**src/rtl/pc_interface_pkg.sv**
```systemverilog
// pc_interface_pkg: constants, FSM state encoding and error codes shared by
// the PC-interface stages.
package pc_interface_pkg;

  localparam logic [7:0] PC_IF_SYNC_BYTE = 8'hA5;

  typedef enum logic [1:0] {
    PC_IF_IDLE = 2'd0,
    PC_IF_ADDR = 2'd1,
    PC_IF_DATA = 2'd2,
    PC_IF_CHK  = 2'd3
  } pc_if_state_e;

  localparam logic [1:0] PC_IF_ERR_ADDR    = 2'b01;
  localparam logic [1:0] PC_IF_ERR_CHK     = 2'b10;
  localparam logic [1:0] PC_IF_ERR_TIMEOUT = 2'b11;

  // True when the upper address-byte bits beyond the register space are clear.
  function automatic logic pc_if_addr_ok(input logic [7:0] b, input int unsigned aw);
    return (b >> aw) == 8'd0;
  endfunction

endpackage

```
**src/rtl/pc_interface_timeout.sv**
```systemverilog
// pc_interface_timeout: clearable, enable-gated idle counter. o_tc pulses
// combinationally in the cycle whose clock edge would bring the count to MAX;
// the counter wraps to zero on that edge. Clear has priority over counting.
module pc_interface_timeout #(
  parameter int unsigned MAX = 100000
) (
  input  logic i_clk,
  input  logic i_arst_n,
  input  logic i_clr,
  input  logic i_en,
  output logic o_tc
);

  localparam int unsigned CW = $clog2(MAX + 1);

  logic [CW-1:0] cnt_q;
  logic          at_end;

  assign at_end = (cnt_q == CW'(MAX - 1));
  assign o_tc   = i_en && !i_clr && at_end;

  // Count idle cycles while enabled; any clear restarts from zero.
  always_ff @(posedge i_clk or negedge i_arst_n) begin
    if (!i_arst_n)   cnt_q <= '0;
    else if (i_clr)  cnt_q <= '0;
    else if (i_en)   cnt_q <= at_end ? '0 : cnt_q + CW'(1);
  end

endmodule

```
**src/rtl/pc_interface_cmd_decoder.sv**
```systemverilog
// pc_interface_cmd_decoder: assembles framed write commands from the UART
// byte stream (A5, addr, data MSB first, optional XOR checksum) and issues a
// one-cycle write strobe. Malformed or stalled frames pulse o_err.
// Optional feature macro: PC_INTERFACE_CHECKSUM_EN (adds the checksum byte).
module pc_interface_cmd_decoder
  import pc_interface_pkg::*;
#(
  parameter int unsigned DATA_WIDTH     = 16,
  parameter int unsigned ADDR_WIDTH     = 3,
  parameter int unsigned TIMEOUT_CYCLES = 100000
) (
  input  logic                  i_clk,
  input  logic                  i_arst_n,
  input  logic                  i_rx_valid,
  input  logic [7:0]            i_rx_data,
  output logic                  o_wr,
  output logic [ADDR_WIDTH-1:0] o_addr,
  output logic [DATA_WIDTH-1:0] o_data,
  output logic                  o_busy,
  output logic                  o_err,
  output logic [1:0]            o_err_code
);

  localparam int unsigned NBYTES = DATA_WIDTH / 8;
  localparam int unsigned BCW    = (NBYTES > 1) ? $clog2(NBYTES) : 1;

  pc_if_state_e          state_q;
  logic [ADDR_WIDTH-1:0] addr_sh_q;
  logic [DATA_WIDTH-1:0] data_sh_q;
  logic [DATA_WIDTH-1:0] data_sh_d;
  logic [BCW-1:0]        byte_cnt_q;
  logic                  last_byte;
  logic                  wr_q, err_q;
  logic [1:0]            code_q;
  logic [ADDR_WIDTH-1:0] addr_q;
  logic [DATA_WIDTH-1:0] data_q;
  logic                  tmo_tc;
`ifdef PC_INTERFACE_CHECKSUM_EN
  logic [7:0]            chk_q;
`endif

  // Shift the incoming byte into the low end; the oldest byte ends up MSB.
  assign data_sh_d = DATA_WIDTH'({data_sh_q, i_rx_data});
  assign last_byte = (byte_cnt_q == BCW'(NBYTES - 1));

  // Idle timer only runs mid-frame and restarts on every received byte.
  pc_interface_timeout #(.MAX(TIMEOUT_CYCLES)) u_tmo (
    .i_clk    (i_clk),
    .i_arst_n (i_arst_n),
    .i_clr    (i_rx_valid || (state_q == PC_IF_IDLE)),
    .i_en     (state_q != PC_IF_IDLE),
    .o_tc     (tmo_tc)
  );

  // Frame FSM with registered strobes; outputs only change on commit/error.
  always_ff @(posedge i_clk or negedge i_arst_n) begin
    if (!i_arst_n) begin
      state_q    <= PC_IF_IDLE;
      addr_sh_q  <= '0;
      data_sh_q  <= '0;
      byte_cnt_q <= '0;
      wr_q       <= 1'b0;
      err_q      <= 1'b0;
      code_q     <= '0;
      addr_q     <= '0;
      data_q     <= '0;
`ifdef PC_INTERFACE_CHECKSUM_EN
      chk_q      <= '0;
`endif
    end else begin
      wr_q  <= 1'b0;
      err_q <= 1'b0;
      if (tmo_tc) begin
        // tmo_tc is already masked by i_rx_valid, so a byte always wins.
        state_q   <= PC_IF_IDLE;
        err_q     <= 1'b1;
        code_q    <= PC_IF_ERR_TIMEOUT;
        addr_sh_q <= '0;
        data_sh_q <= '0;
      end else if (i_rx_valid) begin
        case (state_q)
          PC_IF_IDLE: begin
            if (i_rx_data == PC_IF_SYNC_BYTE) state_q <= PC_IF_ADDR;
          end
          PC_IF_ADDR: begin
            if (!pc_if_addr_ok(i_rx_data, ADDR_WIDTH)) begin
              state_q <= PC_IF_IDLE;
              err_q   <= 1'b1;
              code_q  <= PC_IF_ERR_ADDR;
            end else begin
              addr_sh_q  <= i_rx_data[ADDR_WIDTH-1:0];
              byte_cnt_q <= '0;
              state_q    <= PC_IF_DATA;
`ifdef PC_INTERFACE_CHECKSUM_EN
              chk_q      <= i_rx_data;
`endif
            end
          end
          PC_IF_DATA: begin
            data_sh_q  <= data_sh_d;
            byte_cnt_q <= byte_cnt_q + BCW'(1);
`ifdef PC_INTERFACE_CHECKSUM_EN
            chk_q      <= chk_q ^ i_rx_data;
            if (last_byte) state_q <= PC_IF_CHK;
`else
            if (last_byte) begin
              addr_q  <= addr_sh_q;
              data_q  <= data_sh_d;
              wr_q    <= 1'b1;
              state_q <= PC_IF_IDLE;
            end
`endif
          end
`ifdef PC_INTERFACE_CHECKSUM_EN
          PC_IF_CHK: begin
            state_q <= PC_IF_IDLE;
            if (i_rx_data == chk_q) begin
              addr_q <= addr_sh_q;
              data_q <= data_sh_q;
              wr_q   <= 1'b1;
            end else begin
              err_q  <= 1'b1;
              code_q <= PC_IF_ERR_CHK;
            end
          end
`endif
          default: state_q <= PC_IF_IDLE;
        endcase
      end
    end
  end

  assign o_wr       = wr_q;
  assign o_err      = err_q;
  assign o_err_code = code_q;
  assign o_addr     = addr_q;
  assign o_data     = data_q;
  assign o_busy     = (state_q != PC_IF_IDLE);

endmodule

```
**config.mk**
```make
export PLATFORM = sky130hd
export DESIGN_NAME = pc_interface_cmd_decoder
export DESIGN_NICKNAME = d
export VERILOG_FILES = /design/src/rtl/pc_interface_pkg.sv /design/src/rtl/pc_interface_timeout.sv /design/src/rtl/pc_interface_cmd_decoder.sv
export SDC_FILE = /design/constraint.sdc
export NUM_CORES = 1
export LEC_CHECK = 0
export BUFFER_PORTS_ARGS = -buffer_cell sky130_fd_sc_hd__buf_4
export CORE_AREA = 2 2 73 75
export DETAILED_ROUTE_END_ITERATION = 12
export DIE_AREA = 0 0 75 77
export HOLD_SLACK_MARGIN = 0.03
export PLACE_DENSITY = 0.75
export SYNTH_ARGS = -nofsm -noshare
export SYNTH_HDL_FRONTEND = slang
export SYNTH_SLANG_ARGS = --single-unit
export TNS_END_PERCENT = 30
```
**constraint.sdc**
```tcl
create_clock -name i_clk -period 2.4 [get_ports i_clk]
set_input_delay 0.12 -clock i_clk [delete_from_list [all_inputs] [get_ports i_clk]]
set_output_delay 0.12 -clock i_clk [all_outputs]
set_load 0.01 [all_outputs]
```
==> flow_metrics.py <==
metrics = {
    "power_and_ir_drop": {
        "swShare": 0.2805,
        "pwr-share-comb": 0.196,
        "p_int_w": 0.001563,
        "power.density_mw_per_mm2": 769.8,
        "seqPwrFrac": 0.525,
        "p_clk_frac": 0.279,
        "p_sw_w": 0.0006092,
        "max-vdd-ir-drop_uv": 496.0,
        "leakage_nw": 1.359,
    },
    "clock_network": {
        "cts_buffers": 5,
        "cts_root_buffer": "clkbuf_8",
        "cts_sinks": 54,
        "cts_resized": 0,
        "clk_path_buf_depth": 2,
        "clkLatencyLatePin_ns": 0.31,
        "htreeDepth": 2,
        "cts_tree": "yes",
        "clk_pin_slew_worst_paths_ns": 0.10,
    },
    "synth": {
        "synth_area_leaders": "dfrtp_1, mux2_2, xnor2_1",
        "post_synth_num_cell_types": 31,
        "synth_area_mm2": 0.002376,
        "synth_warnings": 0,
        "postSynthCellCount": 210,
        "synth_top_flop_cell": "dfrtp_1",
        "synth_area_leader_cell": "dfrtp_1",
        "synth.yosys.seq_area_share": 0.5687,
        "synth_area_per_cell_um2": 11.31,
        "async_reset_ff_frac": 1.000,
        "synth.most_common_cell": "dfrtp_1",
        "synth_seq_cells": 54,
        "synth.top_cell.area_share": 0.5687,
        "syn-num-nets": 226,
        "synth_edf_count": 0,
        "synth_common_cells": "dfrtp_1, nor2_1, mux2_2, nand2_1, nand3_1",
    },
    "timing": {
        "worstMarginPinSlew_ns": 0.6518,
        "fin_skew_ns": 0.009468,
        "max_freq_mhz": 557.7,
        "drv_slew": 0,
        "setup_viol": 0,
        "final-hold-violation-count": 0,
        "slew-limit-headroom": 0.5655,
        "fin_crit_sh": 0.7471,
        "rsz0062_at_grt": "no",
        "tns_ns": 0,
        "period_minus_slack_ns": 1.793,
    },
    "die": {
        "die_height_um": 77,
        "core-area_mm2": 0.004977,
        "ios": 35,
        "die-area_mm2": 0.005775,
        "initial_core_util": 0.4774,
        "die_w_um": 75,
        "rows": 26,
    },
    "layout": {
        "final_cells": 317,
        "drive_gt1_frac": 0.2713,
        "diodes": 0,
        "nets": 262,
        "area_growth_pct": 18.75,
    },
    "place": {
        "numPortBuffers": 34,
        "placedCellCount": 308,
        "globalplace.congestion": 0.8303,
        "hpwl_um": 3167,
    },
    "detailed_routing": {
        "wire_per_inst_um": 13.99,
        "drt_iter0_markers": 72,
        "avgViaCountPerCell": 5.268,
        "ant_nets": 0,
        "drc": 0,
        "drtPass1Iterations": 4,
        "vias": 1670,
        "wl_um": 4434,
    },
    "global_routing": {
        "grt_pass1_vias": 1668,
        "antenna_found_initial": 0,
        "grt_max_degree": 55,
        "grt_first_pass_wirelength_um": 7790,
        "overflow": 0,
        "grt_use_total": 0.1729,
    },
    "worst_hold_path": {
        "min_path_type": "primary input to flip-flop",
    },
    "critical_path": {
        "critPathTopFamily": "simple AND/OR/NAND/NOR gates",
        "cpPeakStageDelay_ns": 0.51,
        "crit_chain": "inv_1, ha_1, nand2_1, or4_1, or3_1, o211ai_2",
        "worstPathRequired_ns": 2.64,
        "worstSetupEndpointType": "flip-flop",
        "crit_arrival_ns": 2.03,
        "cp-start-kind": "flip-flop",
        "crit_type": "flip-flop to flip-flop",
        "cp_max_fo": 4,
        "cp_num_buf_inv": 1,
        "critPathSlowestCell": "or4_1",
    },
    "flow_run": {
        "maxCapViolCount": 0,
    },
    "status": {
        "status": "complete, no violations",
    },
}
worst reg2reg max path, cell delays in order (launching register included):
cell,delay [ns]
dfrtp_1,0.42
inv_1,0.11
ha_1,0.20
nand2_1,0.06
or4_1,0.51
or3_1,0.36
o211ai_2,0.08
cell families (layout without fill, tap and decap cells):
logic type,after synthesis,after routing,synth area share
simple gates,83,83,0.1738
buf+inv,15,52,0.02475
fa+ha+maj,5,5,0.02633
compound gates,15,15,0.04371
flops,54,54,0.5687
xor+xnor,15,15,0.05529
mux,23,23,0.1074
metrics by stage:
step                power, W  hold slack [ns]  setup WS (ns)  area (µm²)  utilization
floorplan           0.001409          -0.1756         0.6105        2376            -
global placement    0.001570           0.1965         0.6728        2701       0.5427
detailed placement  0.001592           0.1973         0.6240        2701       0.5427
CTS                 0.002202          0.05669         0.5972        2821       0.5669
global route        0.002312          0.05281         0.3996        2821       0.5669
finish              0.002172          0.06045         0.6070        2821       0.5669
timing repair:
action | CTS | global route
buffers inserted | 0 | 0
endpoints found under the hold margin | 54 | 0
hold buffers | 1 | 0
cells in the final DEF, fill, tap and decap left out, types with 2 or more instances in the layout:
cell type	count
o311ai_0	3
nor2_1	21
buf_4	36
xnor2_1	11
or3_1	2
nand2_1	18
clkbuf_8	5
mux2i_1	3
ha_1	5
nand4_1	7
xor2_1	4
a21oi_1	8
dfrtp_1	54
nand3_1	15
nor3_1	5
inv_1	7
mux2_2	20
nor4_1	6
state kept, by name, summed over array words and instances (netlist names):
signal       count
addr_sh_q        3
byte_cnt_q       1
data_sh_q        8
o_addr           3
o_data          16
o_err            1
o_err_code       2
o_wr             1
state_q          2
u_tmo.cnt_q     17
per-layer routing:
| metal | global-route usage | share of wire |
|---|---|---|
| met1 | 0.2390 | 0.46 |
| met2 | 0.2658 | 0.49 |
| met3 | 0.04336 | 0.036 |
| met4 | 0.05357 | 0.011 |
| met5 | 0 | 0 |
final timing paths:
| path | from | end | slack [ns] | depth (start not counted) |
|---|---|---|---|---|
| max in group asynchronous | i_arst_n | o_wr | 1.58 | 2 |
| worst max-delay path | state_q[1] | state_q[1] | 0.61 | 6 |
| min in group asynchronous | i_arst_n | u_tmo.cnt_q[14] | 0.38 | 2 |
| worst min-delay path | i_rx_data[6] | o_data[6] | 0.06 | 2 |
| worst min register to register | o_err_code[0] | o_err_code[0] | 0.48 | 1 |
| worst max register to register | state_q[1] | state_q[1] | 0.61 | 6 |
cell type report:
cell class	count	area [µm²]
fillers	457	2156
clock buffers	6	72.57
repair buffers	37	280.3
inverters	7	26.28
multi-input cells	141	965.9
flip-flops and latches	54	1351
clock inverters	2	37.54
well taps	70	87.58
power by group through the flow:
stage	sequential, W	clock, W	combinational [W]
after floorplan	0.00115	0	0.000256
after global placement	0.00115	0	0.000418
after detailed placement	0.00116	0	0.000431
after CTS	0.00114	0.000625	0.000435
after global routing	0.00116	0.000667	0.000483
final	0.00114	0.000606	0.000425
(Power assumes the default switching activity.)
